[src/rtl/div.sv]
// Multi-cycle 32-bit signed/unsigned restoring divider for DIV/DIVU in EX.
// One quotient bit per cycle; result {remainder, quotient} held while start_i stays high.
module div (
    input  logic        clk,
    input  logic        rst_n,
    input  logic        signed_div_i,
    input  logic [31:0] opdata1_i,
    input  logic [31:0] opdata2_i,
    input  logic        start_i,
    input  logic        annul_i,
    output logic [63:0] result_o,
    output logic        ready_o
);

    typedef enum logic [1:0] {FREE, BY_ZERO, ON, END} state_t;

    state_t      state;
    logic [5:0]  cnt;
    logic [31:0] rem_q;
    logic [31:0] quo_q;
    logic [31:0] dsr_q;
    logic        neg_quo;
    logic        neg_rem;

    logic        s1;
    logic        s2;
    logic [31:0] mag1;
    logic [31:0] mag2;
    logic [32:0] partial;
    logic [32:0] diff;

    // Signed operands are reduced to magnitudes; the sign is restored at the end.
    assign s1   = signed_div_i & opdata1_i[31];
    assign s2   = signed_div_i & opdata2_i[31];
    assign mag1 = s1 ? (~opdata1_i + 32'd1) : opdata1_i;
    assign mag2 = s2 ? (~opdata2_i + 32'd1) : opdata2_i;

    // Next dividend bit shifts into the partial remainder, then trial-subtract.
    assign partial = {rem_q, quo_q[31]};
    assign diff    = partial - {1'b0, dsr_q};

    always_ff @(posedge clk or negedge rst_n) begin
        if (!rst_n) begin
            state    <= FREE;
            cnt      <= 6'd0;
            rem_q    <= 32'd0;
            quo_q    <= 32'd0;
            dsr_q    <= 32'd0;
            neg_quo  <= 1'b0;
            neg_rem  <= 1'b0;
            ready_o  <= 1'b0;
            result_o <= 64'd0;
        end else begin
            case (state)
                FREE: begin
                    ready_o  <= 1'b0;
                    result_o <= 64'd0;
                    if (start_i && !annul_i) begin
                        if (opdata2_i == 32'd0) begin
                            state <= BY_ZERO;
                        end else begin
                            state   <= ON;
                            cnt     <= 6'd0;
                            rem_q   <= 32'd0;
                            quo_q   <= mag1;
                            dsr_q   <= mag2;
                            neg_quo <= s1 ^ s2;
                            neg_rem <= s1;
                        end
                    end
                end
                BY_ZERO: begin
                    state    <= END;
                    ready_o  <= 1'b1;
                    result_o <= 64'd0;
                end
                ON: begin
                    if (annul_i) begin
                        state <= FREE;
                    end else if (cnt != 6'd32) begin
                        rem_q <= diff[32] ? partial[31:0] : diff[31:0];
                        quo_q <= {quo_q[30:0], ~diff[32]};
                        cnt   <= cnt + 6'd1;
                    end else begin
                        state    <= END;
                        ready_o  <= 1'b1;
                        result_o <= {neg_rem ? (~rem_q + 32'd1) : rem_q,
                                     neg_quo ? (~quo_q + 32'd1) : quo_q};
                    end
                end
                END: begin
                    if (!start_i || annul_i) begin
                        state    <= FREE;
                        ready_o  <= 1'b0;
                        result_o <= 64'd0;
                    end
                end
            endcase
        end
    end

endmodule

[config.mk]
export PLATFORM = sky130hd
export DESIGN_NAME = div
export DESIGN_NICKNAME = d
export VERILOG_FILES = /design/src/rtl/div.sv
export SDC_FILE = /design/constraint.sdc
export NUM_CORES = 1
export LEC_CHECK = 0
export ABC_AREA = 1
export BUFFER_PORTS_ARGS = -buffer_cell sky130_fd_sc_hd__buf_4
export CAP_MARGIN = 20
export CORE_MARGIN = 2
export CORE_UTILIZATION = 35
export DETAILED_ROUTE_END_ITERATION = 8
export SYNTH_ARGS = -nofsm -noshare
export SYNTH_HDL_FRONTEND = slang
export SYNTH_SLANG_ARGS = --single-unit
[constraint.sdc]
create_clock -name clk -period 3.2 [get_ports clk]
set_clock_uncertainty 0.2 [all_clocks]
set_input_delay 0.32 -clock clk [delete_from_list [all_inputs] [get_ports clk]]
set_output_delay 0.32 -clock clk [all_outputs]
set_load 0.05 [all_outputs]
==> implementation parameters <==
Parameter                              Value

GRT
  Initial antenna violation count ... 0
  Aggregate global-route resource usage ... 0.2209
  Largest net degree at the start of global routing ... 84
  Wire length of the first global-routing pass ... around 67000 um
  Number of global-route vias before repair ... between 10000 and 15000
  Gr ovfl total ... 0

Worst setup path
  Library cell contributing the largest single delay on the critical path ... nor2_4
  Setup Crit Path Kind ... in -> reg
  Endpoint of the worst-slack reg-to-reg timing path ... rem_q[16]
  Slowest Stage Delay on Critical Path ... 0.58 ns
  Worst EP arrival ... roughly 3 ns
  Type of element capturing the critical path ... flop
  Total buffers and inverters traversed by the critical path ... 4
  Chain of cells forming the critical path ... dlygate4sd3_1, buf_4, inv_1, ha_1, nand3_1, nor2_1, nand4_1, nand2_2, nand2_2, nand2_4, nor2_4, buf_4, nand3_1, nand2_1
  Setup slack of the most critical reg-to-reg path ... slightly above 0.3 ns
  Launching element type of the critical path ... primary input
  Depth of the worst register-to-register path ... 11
  Required time of the worst setup path ... around 3.4 ns
  Launch point of the critical path ... opdata2_i[0]
  Family of cells with the greatest summed delay on the critical path ... simple AND/OR/NAND/NOR gates
  Crit Path Max Fanout ... 33
  Worst R2R Start ... state[0]

Power and ir drop
  Power Density ... roughly 800 nW/um2
  Final total power ... 11.94 mW
  Leakage power ... ~8.3 nW
  VDD IR-drop max ... around 0.55 mV

Timing
  Post-route setup TNS ... 0 ns
  Top achievable clock speed ... roughly 0.34 GHz
  Hold Slack ... 0.009936 ns
  Final clock period utilization by the worst path ... 0.9063
  RSZ-0062 raised after global routing ... false
  Final worst path period need ... between 2 and 3 ns
  Fin. max-slew vios ... 0
  Total count of hold-check failures in the final report ... 0
  Slew Limit Headroom ... 0.4677
  Measured slew at the worst slew-check pin ... around 0.80 ns
  Total setup violations reported at the end of the flow ... 0

Synthesis
  Number of distinct library cells after synthesis ... 49
  Count of flip-flops with a built-in enable after synthesis ... 0
  Fraction of registers with async set or reset after synthesis ... 1.000
  #FFs+latches synth ... ~170
  Yosys warns ... 0
  Netlist area before placement ... between 10000 and 15000 um2
  Post-synthesis sequential area ratio ... 0.3271
  Top flip-flop cell by instance count after synthesis ... dfrtp_1
  Post-Synthesis Cells ... about 2000
  Per-instance average area after synthesis ... ~6.6 um2
  Nets in the synthesized netlist ... about 2100

Finish
  Sequential cell area ... about 4300 um2
  Area occupied by multi-input gates ... between 7000 and 8000 um2
  Fraction of final layout cells sized beyond drive strength 1 ... 0.1084
  Antenna Diode Count ... 0
  Total number of nets in the final design ... approximately 2200
  Synthesis-to-finish area growth ... 17.05%
  Layout Utilization ... 0.4173
  Area of all placed cells without fillers ... around 15000 um2
  Total of fill cells in the finished design ... roughly 3900

Placed design
  Placed wire-length estimate after detailed placement ... 33840 um
  Post-place instance area ... between 10000 and 15000 um2
  Final estimated routing congestion in global placement ... between 1 and 1.5
  Number of buffer cells added on primary ports ... 133

Run status
  Status ... finished clean

Routing
  DRC violations left ... 0
  DR WL/cell ... roughly 16 um
  Final wirelength ... ~43000 um
  Count of nets left with antenna violations after detail routing ... 0
  Vias per cell ... a little over 5
  DRT Pass-1 Iters ... 8
  Detailed Route Iter0 Violations ... around 980
  Number of vias in the routed layout ... between 10000 and 15000

Clock tree
  Number of resized instances in the post-cts repair step ... 0
  Count of hold buffers inserted by post-cts repair ... 16
  CTS tree ... built
  Post-CTS repair timing setup buffer count ... 0
  Clock latency reported for the late side of the worst-skew pair ... around 0.45 ns
  Root Buffer Master ... clkbuf_16
  Maximum count of clock buffers along a single path ... 2
  TritonCTS Buffers ... 17
  H-tree level count ... 4
  Clock-pin slew reported for the worst setup and hold paths after clock tree synthesis ... about 0.07 ns
  TritonCTS Sinks ... ~170

Floorplanning
  Number of I/O pins ... between 100 and 150
  Core Rows ... 70
  Initial cell density of the core ... 0.3565
  Die Span Y ... between 150 and 200 um
  Width of the die ... 197.3 um
  Die area ... 38940 um2
  Core footprint ... roughly 37000 um2

Worst hold path
  Min-Delay Path Class ... in -> reg
  Hold wc startpoint ... opdata2_i[9]
  Destination of the worst hold path ... dsr_q[9]
  Cells on Worst Hold Path ... 3

Run
  Count of maximum capacitance violations ... 0
==> layout make-up <==
cell class / count / share of cell area
well taps: 468 / 0.03824
clock inverters: 14 / 0.01087
multi-input cells: 1489 / 0.4850
flip-flops and latches: 171 / 0.2795
inverters: 277 / 0.06790
clock buffers: 18 / 0.02803
repair buffers: 172 / 0.09046
==> how the worst max path moves through the flow <==
stage | end | slack, ns | cells after the start
detailed placement | rem_q[0] | 0.36 | 11
floorplan | rem_q[14] | 0.83 | 18
CTS | rem_q[11] | 0.33 | 11
finish | rem_q[16] | 0.30 | 14
global placement | rem_q[18] | 0.46 | 18
global route | rem_q[7] | 0.04 | 11
==> sequential cells by signal (all words and copies together), names as in the netlist, 2 cells and up <==
register and count:
quo_q 32, rem_q 32, result_o 64, cnt 6
dsr_q 32, state 2
==> metal layers <==
layer  vias to the layer above  GRT usage  share of wire
met5                         -          0              0
met4                         0    0.05458          0.016
met3                        43    0.04012          0.070
met2                       404     0.3172           0.41
met1                      6064     0.3381           0.50
li1                       6660          -              -
==> Yosys cell counts (26+ instances only) <==
master    count  area share
nand2_1     660        0.19
inv_1       270       0.077
dfrtp_1     171        0.33
nor2_1      171       0.049
nand3_1     169       0.065
o21ai_0     107       0.041
a21oi_1      62       0.024
xor2_1       58       0.039
ha_1         43       0.041
nand4_1      39       0.019
nor3_1       28       0.011
o211ai_1     26       0.015
==> per-stage QoR <==
step | worst slack [ns] | instances
floorplan | 0.8329 | 1993
global placement | 0.4560 | 2560
detailed placement | 0.3565 | 2561
CTS | 0.3287 | 2609
global route | 0.03889 | 2609
finish | 0.2999 | 2609
==> worst reg2reg max path, cell delays in order, from the launching register on <==
cell	delay, ns
dfrtp_1	0.41
inv_1	0.13
ha_1	0.25
inv_2	0.09
nor2_1	0.17
nand2_1	0.09
o21ai_2	0.12
nand2_4	0.08
nor2_4	0.58
buf_4	0.48
nand3_1	0.15
nand2_1	0.07
==> logic make-up after synthesis <==
family                     after synthesis  synth area share
DFF                                    171            0.3271
xor gates and xnor gates                78           0.05222
buffers and inverters                  333            0.1051
adders and majority gates               44           0.04266
AOI/OAI and AO/OA                      254            0.1126
and+or+nand+nor                       1113            0.3603
==> layout by cell type (no fill, tap or decap), drive strengths merged <==
master       instances
nand2              672
inv                280
nor2               179
dfrtp              171
nand3              170
buf                156
o21ai              122
a21oi               64
xor2                58
ha                  43
nand4               39
nor3                32
o211ai              26
xnor2               20
clkbuf              18
dlygate4sd3         16
a22o                13
or2                  9
nor4                 8
clkinv               8
a31oi                6
o31ai                6
o21bai               5
o2111ai              3
a32o                 2
o22ai                2
o21a                 2
bufinv               2
nand3b               2
a21o                 1
a21boi               1
and2                 1
nor3b                1
o221ai               1
fa                   1
clkinvlp             1
==> power breakdown <==
group	switching (mW)	internal [mW]
Clock	1.00	1.17
Sequential	0.556	2.79
Combinational	4.47	1.95
No activity file was read; power rests on OpenSTA's default activity.
